==> config.mk <==
export PLATFORM = sky130hd
export DESIGN_NAME = program_loader_flat
export DESIGN_NICKNAME = d
export VERILOG_FILES = /design/src/rtl/program_loader_pkg.sv /design/src/rtl/program_loader_if.sv /design/src/rtl/loader_fifo.sv /design/src/rtl/program_loader.sv /design/src/flat_wrapper.sv
export SDC_FILE = /design/constraint.sdc
export NUM_CORES = 1
export LEC_CHECK = 0
export ABC_CLOCK_PERIOD_IN_PS = 7000
export CORE_MARGIN = 8
export CORE_UTILIZATION = 50
export CTS_CLUSTER_DIAMETER = 30
export DETAILED_ROUTE_END_ITERATION = 10
export PLACE_DENSITY = 0.68
export RECOVER_POWER = 100
export SLEW_MARGIN = 5
export SYNTH_ARGS = -nofsm -noshare
export SYNTH_HDL_FRONTEND = slang
export SYNTH_SLANG_ARGS = --single-unit
==> constraint.sdc <==
create_clock -name clock -period 7 [get_ports clock]
set_input_delay 0.7 -clock clock [delete_from_list [all_inputs] [get_ports clock]]
set_output_delay 0.7 -clock clock [all_outputs]
set_load 0.1 [all_outputs]
==> src/rtl/program_loader_pkg.sv <==
// Shared CPU-side constants for the program loader: widths, program limits and FSM encoding.
package program_loader_pkg;

  localparam int unsigned DATA_W       = 8;
  localparam int unsigned ADDR_W       = 5;
  localparam int unsigned MAX_PROG_LEN = 32;
  localparam int unsigned LEN_W        = 6;
  localparam int unsigned FIFO_DEPTH   = 4;
  localparam int unsigned STATE_W      = 2;

  localparam logic [STATE_W-1:0] ST_IDLE = 2'd0;
  localparam logic [STATE_W-1:0] ST_LOAD = 2'd1;
  localparam logic [STATE_W-1:0] ST_DONE = 2'd2;

  // A program length is legal when it is 1..MAX_PROG_LEN.
  function automatic logic len_legal(input logic [LEN_W-1:0] len);
    return (len != '0) && (len <= LEN_W'(MAX_PROG_LEN));
  endfunction

endpackage

==> src/rtl/program_loader_if.sv <==
// Host-to-loader byte stream: valid/data from the host, ready back from the loader.
interface program_loader_if;
  import program_loader_pkg::*;

  logic              host_valid;
  logic [DATA_W-1:0] host_data;
  logic              host_ready;

  modport master (output host_valid, output host_data, input host_ready);
  modport slave  (input host_valid, input host_data, output host_ready);

endinterface

==> src/rtl/loader_fifo.sv <==
// Small power-of-two byte FIFO with synchronous push/pop/flush and an occupancy count.
module loader_fifo #(
  parameter int unsigned WIDTH = 8,
  parameter int unsigned DEPTH = 4
) (
  input  logic                         clk,
  input  logic                         rst_n,
  input  logic                         push,
  input  logic                         pop,
  input  logic                         flush,
  input  logic [WIDTH-1:0]             wdata,
  output logic [WIDTH-1:0]             rdata_c,
  output logic                         full_c,
  output logic                         empty_c,
  output logic [$clog2(DEPTH+1)-1:0]   count
);

  localparam int unsigned PTR_W = $clog2(DEPTH);
  localparam int unsigned CNT_W = $clog2(DEPTH+1);

  logic [PTR_W-1:0] wr_ptr_q, wr_ptr_d;
  logic [PTR_W-1:0] rd_ptr_q, rd_ptr_d;
  logic [CNT_W-1:0] count_q, count_d;
  logic             do_push, do_pop;
  logic [WIDTH-1:0] mem_q [DEPTH];

  assign empty_c = (count_q == '0);
  assign full_c  = (count_q == CNT_W'(DEPTH));
  assign rdata_c = mem_q[rd_ptr_q];
  assign count   = count_q;

  // Flush wins over push/pop; a push into a full FIFO is only taken alongside a pop.
  always_comb begin
    do_pop   = pop && !empty_c;
    do_push  = push && (!full_c || do_pop);
    wr_ptr_d = wr_ptr_q;
    rd_ptr_d = rd_ptr_q;
    count_d  = count_q;
    if (flush) begin
      wr_ptr_d = '0;
      rd_ptr_d = '0;
      count_d  = '0;
    end else begin
      if (do_push) wr_ptr_d = wr_ptr_q + PTR_W'(1);
      if (do_pop)  rd_ptr_d = rd_ptr_q + PTR_W'(1);
      count_d = count_q + CNT_W'(do_push) - CNT_W'(do_pop);
    end
  end

  always_ff @(posedge clk or negedge rst_n) begin
    if (!rst_n) begin
      wr_ptr_q <= '0;
      rd_ptr_q <= '0;
      count_q  <= '0;
    end else begin
      wr_ptr_q <= wr_ptr_d;
      rd_ptr_q <= rd_ptr_d;
      count_q  <= count_d;
    end
  end

  always_ff @(posedge clk) begin
    if (do_push && !flush) mem_q[wr_ptr_q] <= wdata;
  end

endmodule

==> src/rtl/program_loader.sv <==
// Streams a host program of 1..32 bytes through a small FIFO into the CPU Load/data_in pins.
module program_loader
  import program_loader_pkg::*;
#(
  parameter int unsigned DEPTH = FIFO_DEPTH
) (
  input  logic              clock,
  input  logic              reset,
  input  logic              start,
  input  logic [LEN_W-1:0]  prog_len,
  input  logic              abort,
  program_loader_if.slave   host,
  output logic              Load,
  output logic [DATA_W-1:0] data_out,
  output logic              run,
  output logic              busy,
  output logic              err,
  output logic [LEN_W-1:0]  word_count
);

  localparam int unsigned CNT_W = $clog2(DEPTH+1);

  logic [STATE_W-1:0] state_q, state_d;
  logic [LEN_W-1:0]   len_q, len_d;
  logic [LEN_W-1:0]   word_count_q, word_count_d;
  logic [LEN_W-1:0]   acc_q, acc_d;
  logic [DATA_W-1:0]  data_out_q, data_out_d;
  logic               load_q, load_d;
  logic               run_q, run_d;
  logic               busy_q, busy_d;
  logic               err_q, err_d;
  logic               host_ready_q, host_ready_d;

  logic               fifo_push, fifo_pop, fifo_flush;
  logic               fifo_full_c, fifo_empty_c;
  logic [DATA_W-1:0]  fifo_rdata_c;
  logic [CNT_W-1:0]   fifo_count;
  logic [CNT_W-1:0]   occ_d;

  loader_fifo #(
    .WIDTH (DATA_W),
    .DEPTH (DEPTH)
  ) u_fifo (
    .clk     (clock),
    .rst_n   (reset),
    .push    (fifo_push),
    .pop     (fifo_pop),
    .flush   (fifo_flush),
    .wdata   (host.host_data),
    .rdata_c (fifo_rdata_c),
    .full_c  (fifo_full_c),
    .empty_c (fifo_empty_c),
    .count   (fifo_count)
  );

  always_comb begin
    state_d      = state_q;
    len_d        = len_q;
    word_count_d = word_count_q;
    acc_d        = acc_q;
    data_out_d   = data_out_q;
    load_d       = 1'b0;
    err_d        = 1'b0;
    fifo_flush   = 1'b0;
    fifo_pop     = 1'b0;
    fifo_push    = host.host_valid && host_ready_q && !fifo_full_c;

    if (abort) begin
      state_d    = ST_IDLE;
      fifo_flush = 1'b1;
      fifo_push  = 1'b0;
    end else begin
      case (state_q)
        ST_IDLE, ST_DONE: begin
          if (start) begin
            if (len_legal(prog_len)) begin
              len_d        = prog_len;
              word_count_d = '0;
              acc_d        = '0;
              fifo_flush   = 1'b1;
              state_d      = ST_LOAD;
            end else begin
              err_d = 1'b1;
            end
          end
        end
        ST_LOAD: begin
          err_d = start;
          if (fifo_push) acc_d = acc_q + LEN_W'(1);
          // Pop only from the registered FIFO head, so a byte needs one edge to land first.
          if (!fifo_empty_c && (word_count_q < len_q)) begin
            fifo_pop     = 1'b1;
            load_d       = 1'b1;
            data_out_d   = fifo_rdata_c;
            word_count_d = word_count_q + LEN_W'(1);
            if (word_count_d == len_q) state_d = ST_DONE;
          end
        end
        default: state_d = ST_IDLE;
      endcase
    end

    occ_d        = fifo_flush ? '0 : (fifo_count + CNT_W'(fifo_push) - CNT_W'(fifo_pop));
    host_ready_d = (state_d == ST_LOAD) && (occ_d < CNT_W'(DEPTH)) && (acc_d < len_d);
    busy_d       = (state_d == ST_LOAD);
    // run rises one cycle after DONE is entered so it never overlaps the final Load.
    run_d        = (state_d == ST_DONE) && (state_q == ST_DONE);
  end

  always_ff @(posedge clock or negedge reset) begin
    if (!reset) begin
      state_q      <= ST_IDLE;
      len_q        <= '0;
      word_count_q <= '0;
      acc_q        <= '0;
      data_out_q   <= '0;
      load_q       <= 1'b0;
      run_q        <= 1'b0;
      busy_q       <= 1'b0;
      err_q        <= 1'b0;
      host_ready_q <= 1'b0;
    end else begin
      state_q      <= state_d;
      len_q        <= len_d;
      word_count_q <= word_count_d;
      acc_q        <= acc_d;
      data_out_q   <= data_out_d;
      load_q       <= load_d;
      run_q        <= run_d;
      busy_q       <= busy_d;
      err_q        <= err_d;
      host_ready_q <= host_ready_d;
    end
  end

  assign host.host_ready = host_ready_q;
  assign Load            = load_q;
  assign data_out        = data_out_q;
  assign run             = run_q;
  assign busy            = busy_q;
  assign err             = err_q;
  assign word_count      = word_count_q;

endmodule

==> src/flat_wrapper.sv <==
// flat-port wrapper written by rule: the top's interface ports become plain ports
module program_loader_flat import program_loader_pkg::*;
#(
  parameter int unsigned DEPTH = FIFO_DEPTH
)
  (clock, reset, start, prog_len, abort, Load, data_out, run, busy, err, word_count, host_host_valid, host_host_data, host_host_ready);
  program_loader_if host_i ();
  input  logic clock;
  input  logic reset;
  input  logic start;
  input  logic [LEN_W-1:0] prog_len;
  input  logic abort;
  output logic Load;
  output logic [DATA_W-1:0] data_out;
  output logic run;
  output logic busy;
  output logic err;
  output logic [LEN_W-1:0] word_count;
  input wire logic [$bits(host_i.host_valid)-1:0] host_host_valid;
  input wire logic [$bits(host_i.host_data)-1:0] host_host_data;
  output wire logic [$bits(host_i.host_ready)-1:0] host_host_ready;
  assign host_i.host_valid = host_host_valid;
  assign host_i.host_data = host_host_data;
  assign host_host_ready = host_i.host_ready;
  program_loader #(.DEPTH(DEPTH)) u_core (.clock(clock), .reset(reset), .start(start), .prog_len(prog_len), .abort(abort), .host(host_i), .Load(Load), .data_out(data_out), .run(run), .busy(busy), .err(err), .word_count(word_count));
endmodule
Yosys cells after proc, flatten, opt, wreduce, memory -nomap -nowiden
Memories as Yosys holds them, arrays and structs flattened. A register that Yosys moved wholly into a read port is not among the register bits.
Index checks and enable logic that the tools add are counted.
{"block": "classes", "eq_ne": 9, "n_lt_le_gt_ge": 4, "bitwise_logic": 1, "reduce_logical": 24, "n_mux": 39, "add_sub_neg": 8}
{"operator": "6-bit 2-to-1 mux", "n": 11}
{"operator": "6-bit one-hot mux with 2 select lines", "n": 2}
{"operator": "2-bit 2-to-1 mux", "n": 9}
{"operator": "1-bit 2-to-1 mux", "n": 13}
{"operator": "6-bit by 1-bit adder with 6-bit output, second input constant", "n": 2}
{"operator": "6-bit less-than comparator", "n": 2}
{"operator": "1-bit logical AND", "n": 10}
{"operator": "3-bit by 1-bit adder with 3-bit output", "n": 2}
{"operator": "6-bit equality test", "n": 1}
{"operator": "6-bit less-or-equal comparator, second input constant", "n": 1}
{"operator": "3-bit 2-to-1 mux", "n": 2}
{"operator": "2-bit nonzero test", "n": 3}
{"operator": "6-bit nonzero test", "n": 1}
{"operator": "3-bit by 1-bit subtractor with 3-bit output", "n": 2}
{"operator": "5-bit AND reduction", "n": 1}
{"operator": "2-bit by 1-bit adder with 2-bit output, second input constant", "n": 2}
{"operator": "2-bit by 1-bit equality test with 1-bit output, second input constant", "n": 2}
{"operator": "2-bit equality test, second input constant", "n": 2}
{"operator": "1-bit logical NOT", "n": 4}
{"operator": "2-bit by 1-bit inequality test with 1-bit output, second input constant", "n": 2}
{"operator": "2-bit one-hot mux with 2 select lines", "n": 1}
{"operator": "3-bit equality test, second input constant", "n": 1}
{"operator": "3-bit logical NOT", "n": 1}
{"operator": "3-bit less-than comparator, second input constant", "n": 1}
{"operator": "7 further kinds", "n": 7}
{"block": "word_totals", "ramBits": 32, "n_memories": 1, "word_cells": 98, "out_inout_bits": 19, "regBits": 32}
{"memory": "u_core.u_fifo.mem_q", "depth": 4, "word_bits": 8, "rd": 1, "rd_ports_with_merged_regs": 1, "wr": 1, "line": "loader_fifo.sv:25", "source": "logic [WIDTH-1:0] mem_q [DEPTH];"}

Depth between registers and ports, before layout
{"block": "depth", "ltp_word": 12, "mapped_depth": 12, "depth_no_buf": 12}

Hierarchy
From an unflattened synthesis, not the netlist that was laid out.
{"block": "unflattened", "cells_unflattened": 302, "area_unflattened_um2": 3595.9}
{"module": "program_loader", "seq_area_each_um2": 825.8, "area_each_um2": 1961.9, "cells_per_inst": 215, "instances": 1}
{"module": "loader_fifo", "seq_area_each_um2": 1136.1, "area_each_um2": 1634.1, "cells_per_inst": 87, "instances": 1}

Worst setup path after synthesis
No wires, ideal clock.
{"block": "synth_timing", "path_type": "reg2reg", "from": "register u_core.word_count_q[5], in the netlist u_core.word_count[5]", "to": "register u_core.u_fifo.count_q[2], in the netlist u_core.u_fifo.count[2]", "setup_slack_ps": 3744, "synth_period_minus_slack_ps": 3256, "t_required_ps": 6874, "arrival_ps": 3130, "path_stages_with_launch": 12, "cell_sequence": "dfrtp_1 -> ha_1 -> a21oi_1 -> o211ai_1 -> nor4_1 -> buf_2 -> ha_1 -> inv_1 -> ha_1 -> fa_1 -> xor2_1 -> nor2_1"}
{"block": "synth_between", "elab_chain_len": 11}
{"item": "from (decl)", "line": "program_loader.sv:25", "source": "logic [LEN_W-1:0] word_count_q, word_count_d;"}
{"item": "from (signal assigned)", "line": "program_loader.sv:125", "source": "word_count_q <= word_count_d;"}
{"item": "6-bit less-than comparator (*)", "line": "program_loader.sv:91", "source": "if (!fifo_empty_c && (word_count_q < len_q)) begin"}
{"item": "1-bit logical AND (*)", "line": "program_loader.sv:91"}
{"item": "1-bit 2-to-1 mux (*)", "line": "program_loader.sv:91"}
{"item": "1-bit 2-to-1 mux (*)", "line": "program_loader.sv:73", "source": "case (state_q)"}
{"item": "1-bit 2-to-1 mux (*)", "line": "program_loader.sv:68", "source": "if (abort) begin"}
{"item": "1-bit logical AND (*)", "line": "loader_fifo.sv:34", "source": "do_pop = pop && !empty_c;"}
{"item": "1-bit logical OR", "line": "loader_fifo.sv:35", "source": "do_push = push && (!full_c || do_pop);"}
{"item": "1-bit logical AND", "line": "loader_fifo.sv:35"}
{"item": "3-bit by 1-bit adder with 3-bit output", "line": "loader_fifo.sv:46", "source": "count_d = count_q + CNT_W'(do_push) - CNT_W'(do_pop);"}
{"item": "3-bit by 1-bit subtractor with 3-bit output (*)", "line": "loader_fifo.sv:46"}
{"item": "3-bit 2-to-1 mux (*)", "line": "loader_fifo.sv:39", "source": "if (flush) begin"}
{"item": "net u_core.u_fifo.count_d[2]", "line": "loader_fifo.sv:23", "source": "logic [CNT_W-1:0] count_q, count_d;"}
{"item": "to (signal assigned)", "line": "loader_fifo.sv:58", "source": "count_q <= count_d;"}
{"item": "to (decl)", "line": "loader_fifo.sv:23"}
The timed path passes the listed nets; every way through them passes the cells marked *.
A chain may end at the register's enable or synchronous reset.

Worst setup path in the final report
{"block": "layout_timing", "from": "input prog_len[3]", "to": "register u_core.host_ready_q, in the netlist u_core.host.host_ready"}
{"block": "layout_between", "elab_chain_len": 10, "word_cells_on_any_way": 25, "cone_classes": "order compare: 3; eq/ne: 1; mux: 17; reduce/logical: 4"}
{"item": "from (decl)", "line": "flat_wrapper.sv:11", "source": "input logic [LEN_W-1:0] prog_len;"}
{"item": "branches (longest 9 deep; another with 6-bit less-or-equal comparator)"}
{"item": "1-bit logical AND (*)", "line": "program_loader.sv:104", "source": "host_ready_d = (state_d == ST_LOAD) && (occ_d < CNT_W'(DEPTH)) && (acc_d < len_d);"}
{"item": "net u_core.host_ready_d", "line": "program_loader.sv:32", "source": "logic host_ready_q, host_ready_d;"}
{"item": "to (signal assigned)", "line": "program_loader.sv:132", "source": "host_ready_q <= host_ready_d;"}
{"item": "to (decl)", "line": "program_loader.sv:32"}
Mark *: on every way through the listed nets, which the timed path passes.

==> metrics.md <==
| Metric | Value |
|---|---|
| Outcome | finished with violations |
| Failing checks | max-capacitance violations, max-slew violations |
| Slowest CP cell | and3_1 |
| Layout cells sized above 1 | 10.8% |
| Grt total ovfl | 0 |
| Post-CTS Setup Bufs | 0 |
| Critical Path, Cell by Cell | dlygate4sd3_1 -> or4_1 -> o21ai_0 -> and3_1 -> mux2i_1 -> ha_1 -> and4_1 -> a211oi_1 -> nand2_1 -> nor4b_1 |
| Fin area | ~4200 µm² |
| Critical path origin | prog_len[3] |
| Crit path arrival time | 4.28 ns |
| Crit-path max FO | 13 |
| Max-cap violations | 1 |
| Crit. End Element | register |
| Slack of the worst reg-to-reg path | between 3 and 4 ns |
| Global-route wire length before repair | 11.8 mm |
| Unique masters post-synth | just over 50 |
| Die W | approximately 100 µm |
| Setup WS post-layout | 2.96 ns |
| Initial antenna violation count | 0 |
| Largest net degree at the start of global routing | between 40 and 50 |
| Initial Utilization | roughly half |
| Synth async-reset ratio | a little under three fifths |
| CTS Buf Count | 9 |
| Final period utilization | 57.8% |
| Worst-path clk slew | 0.08 ns |
| TNS Setup | 0 ns |
| Row count | 31 |
| Vias in the first global route | ~2,400 |
| Clock latency on the worst-skew pair | 0.35 ns |
| Fin nets | 369 |
| Mapped Cells | roughly 290 |
| Post-synth top cells | dfrtp_1, edfxtp_1, inv_1 |
| RSZ-0062 raised after global routing | false |
| DP Area | ~4100 µm² |
| # setup viols final | 0 |
| FMAX | between 200 and 250 MHz |
| Ys Warns | 0 |
| Top-count cell post-synth | dfrtp_1 |
| CTS resizes | 0 |
| Drt total wl | a little over 7 mm |
| Port bufs | 37 |
| TritonCTS clock tree | done |
| CP Class | in -> reg |
| Area of the core | around 7100 µm² |
| RePlAce Congestion | about 0.85 |
| Syn Area/Cell | about 12 µm² |
| PD cells | 238 nW/µm² |
| DR pass1 iterations | 4 |
| Routed vias | around 2,300 |
| DRT iter0 DRCs | approximately 110 |
| Clock Path Buffers | 2 |
| Full die area | about 10,000 µm² |
| Diode count | 0 |
| Final Max Slew Viols | between 40 and 50 |
| Crit path to | u_core.host.host_ready$_DFF_PN0_ |
| Slowest stage delay, CP | roughly 0.62 ns |
| Reg-to-Reg End | u_core.u_fifo.count[2]$_DFF_PN0_ |
| Final Skew | roughly 0.011 ns |
| Die Height | 101 µm |
| Synth top area cells | dfrtp_1, edfxtp_1, ha_1 |
| Period minus WS final | ~4.0 ns |
| Filler cells | 607 |
| Worst slew pin tran | approximately 2.3 ns |
| Worst slew margin | -52.1% |
| Register area share after synthesis | between 50% and 60% |
| CTS Root Cell | clkbuf_8 |
| Mapped Nets | between 300 and 400 |
| R2R cell count | 11 |
| Post-synth top area share | around 28% |
| Hold Crit Class | reg -> reg |
| Area growth syn-to-layout | 17.4% |
| Hold buffers post-CTS | 0 |
| Area leader, netlist | dfrtp_1 |
| Worst setup SP type | primary input |
| DR vias/cell | 5.41 |
| Leakage power | 1.79 nW |
| DP HPWL | 5.28 mm |
| GRT Overall Usage | ~15% |
| Seq cells post-synth | just over 70 |
| Netlist Area Pre-Place | around 3600 µm² |
| Post-route ant nets | 0 |
| Peak supply drop | 0.103 mV |
| Placement Setup Slack | between 3 and 4 ns |
| CTS H-tree depth | 3 |
| DRC viols | 0 |
| Reg-to-Reg Start | u_core.word_count[5]$_DFFE_PN0P_ |
| Num Clock Sinks | 72 |
| Ys flop type | dfrtp_1 |
| I/O pin cnt | 38 |
| Post-synth EDFFs | 32 |
| WP data required | between 7 and 8 ns |
| WL per Instance | roughly 17 µm |
| Final Hold Vio Count | 0 |
logic make-up after synthesis:
logic type               count (synthesis)  synth area share [%]
AND/OR/NAND/NOR                         74                  11.7
flip-flops                              72                  54.6
AO/OA/AOI/OAI                           49                  9.29
buffers and inverters                   36                  4.04
multiplexers                            26                  10.3
adder cells (fa/ha/maj)                 22                  7.87
XOR/XNOR                                 9                  2.19
cells in the final DEF (no fill, tap or decap), types with 3 or more instances in the layout:
cell / count
mux2i_1: 9
clkbuf_1: 3
mux2_2: 8
nor3_1: 5
a211oi_1: 3
edfxtp_1: 32
nor2_1: 16
nand2b_1: 3
inv_1: 27
dfrtp_1: 40
o211ai_1: 4
and3_1: 7
dlygate4sd3_1: 29
xnor2_1: 4
nor3b_1: 3
a21oi_1: 9
o21ai_0: 16
nand3_1: 5
clkbuf_8: 9
a22o_1: 4
nand2_1: 12
ha_1: 21
or3_1: 3
nand4_1: 4
xor2_1: 5
clkdlybuf4s50_1: 7
nor2b_1: 3
mux4_2: 8
sequential cells by signal, summed over array words and instances, names as in the netlist, 2 cells and up:
signal	flops
u_core.u_fifo.rd_ptr_q	2
u_core.u_fifo.wr_ptr_q	2
u_core.word_count	6
u_core.acc_q	6
u_core.len_q	6
u_core.u_fifo.count	3
u_core.state_q	2
u_core.u_fifo.mem_q	32
u_core.data_out	8
area by class of cell:
class | instances | area, µm² | area share, %
sequential | 72 | 1960 | 46.5
tap | 99 | 124 | 2.93
multi-input combinational | 180 | 1470 | 34.8
timing repair buffer | 38 | 368 | 8.71
inverter | 27 | 101 | 2.40
clock inverter | 6 | 68.8 | 1.63
clock buffer | 10 | 128 | 3.02
layer usage:
| layer | wire (µm) | vias up | global-route usage [%] |
|---|---|---|---|
| met4 | 144 | 0 | 7.67 |
| met2 | 3470 | 44 | 24.0 |
| met3 | 234 | 12 | 3.11 |
| li1 | - | 1140 | - |
| met5 | 0 | - | 0 |
| met1 | 3410 | 1140 | 19.6 |
power breakdown:
group | total (W) | switching (W) | internal (W)
clock | 0.000329 | 0.000162 | 0.000167
combinational | 0.000194 | 0.000137 | 0.0000565
sequential | 0.000483 | 0.0000192 | 0.000464
total | 0.00101 | 0.000319 | 0.000687
through the flow:
step / hold WS (ns) / util (%) / cells / total power, W
after floorplan: 0.404 / - / 288 / 0.000631
after global placement: 0.489 / 57.1 / 416 / 0.000692
after detailed placement: 0.498 / 57.1 / 416 / 0.000695
after CTS: 0.515 / 59.9 / 432 / 0.00102
after global routing: 0.531 / 59.5 / 432 / 0.00105
final: 0.504 / 59.5 / 432 / 0.00101
critical path: cells and delay by family:
kind	cells	cell delay, ns
compound gates	2	0.65
fa+ha+maj	1	0.28
buf+inv	1	0.55
mux	1	0.32
simple gates	5	1.77
worst min path at each step:
stage	endpoint	cells past startpoint	slack [ns]	start
after floorplan	u_core.Load$_DFF_PN0_	0	0.40	reset
after detailed placement	u_core.data_out[6]$_DFFE_PN0P_	1	0.50	u_core.data_out[6]$_DFFE_PN0P_
after CTS	u_core.data_out[6]$_DFFE_PN0P_	1	0.51	u_core.data_out[6]$_DFFE_PN0P_
after global routing	u_core.data_out[6]$_DFFE_PN0P_	1	0.53	u_core.data_out[6]$_DFFE_PN0P_
after global placement	u_core.data_out[7]$_DFFE_PN0P_	1	0.49	u_core.data_out[7]$_DFFE_PN0P_
final	u_core.data_out[6]$_DFFE_PN0P_	1	0.50	u_core.data_out[6]$_DFFE_PN0P_
Power figures use the tool's default switching activity.
==> variant (same settings) <==
`MAX_PROG_LEN`: 32 -> 16.
--- a/src/rtl/program_loader_pkg.sv
+++ b/src/rtl/program_loader_pkg.sv
@@ -5,3 +5,3 @@
   localparam int unsigned ADDR_W       = 5;
-  localparam int unsigned MAX_PROG_LEN = 32;
+  localparam int unsigned MAX_PROG_LEN = 16;
   localparam int unsigned LEN_W        = 6;
Check against the original RTL: not equivalent (a bounded check fails within 4 cycles, from zero or initial values and one cycle with reset low).
==> variant against the original RTL <==
The run still ends with capacitance limit, slew limit left; critical endpoint unchanged; cell area shrank 0.92%; sequential cell count is the same; non-clock buffer count shrank 1; routed wire length shrank 5.2%; fmax grew 2.4%; global-route usage shrank 0.26 points; final cell count shrank 1.6%; area after synthesis grew 0.56%; worst setup slack gained 0.096 ns; clock skew grew 0.00051 ns; power shrank 2.6%.
==> variant: results (changes against the original RTL) <==
metric,value,unit,change
status,finished with violations,,unchanged
violations,"capacitance limit, slew limit",,unchanged
power_leakage,0.001785,uW,was 0.001786 uW
grt_pass1_wl,11760,um,was 11850 um
syn-num-nets,325,,was 329
path_max_fanout,11,,was 13
via_count,2249,,was 2336
drive_gt1_share,11.04,%,was 10.81%
synth_adder_area_share,7.823,%,was 7.866%
cp_slowest_cell,mux2i_1,,was and3_1
maxCapViolations,1,,unchanged
ys_types,54,,was 51
worstPathArrival,4.23,ns,was 4.28 ns
holdPathEnd,u_core.data_out[3]$_DFFE_PN0P_,,was u_core.data_out[6]$_DFFE_PN0P_
hold_path_depth,1,,unchanged
hp-start,u_core.data_out[3]$_DFFE_PN0P_,,was u_core.data_out[6]$_DFFE_PN0P_
synth_common_cells,"dfrtp_1 (40), edfxtp_1 (32), inv_1 (27), ha_1 (21), nand2_1 (15)",,"was dfrtp_1 (40), edfxtp_1 (32), inv_1 (27), ha_1 (21), nor2_1 (16)"
post-place-ws,3.104,ns,was 3.167 ns
synthMuxAreaShare,9.519,%,was 10.34%
skew,0.01147,ns,was 0.01096 ns
hpwlAfterDp,4970,um,was 5283 um
r2r-start,u_core.word_count[3]$_DFFE_PN0P_,,was u_core.word_count[5]$_DFFE_PN0P_
fillers,624,,was 607
avgSynthCellArea,12.73,sq um,was 12.48 sq um
first_global_vias,2340,,was 2380
synth_area_leaders,"dfrtp_1 (28%), edfxtp_1 (27%), ha_1 (7.3%)",,unchanged
worst_pin_slew,2.192,ns,was 2.282 ns
drt-initial-drc-count,74,,was 105
r2r_cells,10,,was 11
drv_slew,41,,unchanged
nNetsFinal,362,,was 369
whs,0.5004,ns,was 0.5043 ns
via_per_inst,5.292,,was 5.407
synth_compound_area_share,8.307,%,was 9.293%
max_stage_delay,0.76,ns,was 0.62 ns
ys_seq_area_share,54.27,%,was 54.58%
r2r_slack,3.63,ns,was 3.58 ns
dp.cells,409,,was 416
## variant: per-stage QoR
step / instance area, sq um / utilization, %
2_1_floorplan: 3615 / -
3_3_place_gp: 4040 / 56.61
3_5_place_dp: 4040 / 56.61
4_1_cts: 4230 / 59.27
5_1_grt: 4183 / 58.61
6_report: 4183 / 58.61
## variant: how the worst max path moves through the flow
stage | from | endpoint | slack, ns
after floorplan | u_core.word_count[5]$_DFFE_PN0P_ | u_core.u_fifo.count[2]$_DFF_PN0_ | 3.65
after global placement | prog_len[1] | u_core.host.host_ready$_DFF_PN0_ | 3.21
after detailed placement | prog_len[1] | u_core.host.host_ready$_DFF_PN0_ | 3.10
after CTS | prog_len[1] | u_core.host.host_ready$_DFF_PN0_ | 3.49
after global routing | prog_len[1] | u_core.host.host_ready$_DFF_PN0_ | 2.81
final | prog_len[1] | u_core.host.host_ready$_DFF_PN0_ | 3.05
## variant: cell type report
type / instances / area, sq um / share of cell area (%)
repair buffers: 37 / 364.1 / 8.705
clock inverters: 7 / 66.31 / 1.585
clock buffers: 9 / 123.9 / 2.961
flip-flops and latches: 72 / 1962 / 46.90
multi-input cells: 174 / 1441 / 34.46
well taps: 99 / 123.9 / 2.961
inverters: 27 / 101.3 / 2.423
## variant: logic make-up (layout without fill, tap and decap cells)
| kind of cell | Yosys count | count (layout) |
|---|---|---|
| AOI/OAI and AO/OA | 44 | 44 |
| xor gates and xnor gates | 13 | 13 |
| adders and majority gates | 22 | 22 |
| buffers and inverters | 38 | 80 |
| DFF | 72 | 72 |
| muxes | 23 | 23 |
| and+or+nand+nor | 72 | 72 |
## variant: routing by layer
layer  GRT usage, %  vias to the layer above  routed length, um
met2          23.03                       34               3203
met5              0                        -                  0
met1          20.52                     1101               3358
li1               -                     1105                  -
met4          4.582                        0                 76
met3          3.660                        9                242
## variant: power breakdown
group | leakage, uW | total (uW) | internal (uW) | switching [uW]
combinational | 0.000860 | 183 | 57.5 | 126
sequential | 0.000827 | 482 | 461 | 20.1
clock | 0.0000991 | 315 | 139 | 176
total | 0.00179 | 980 | 658 | 321
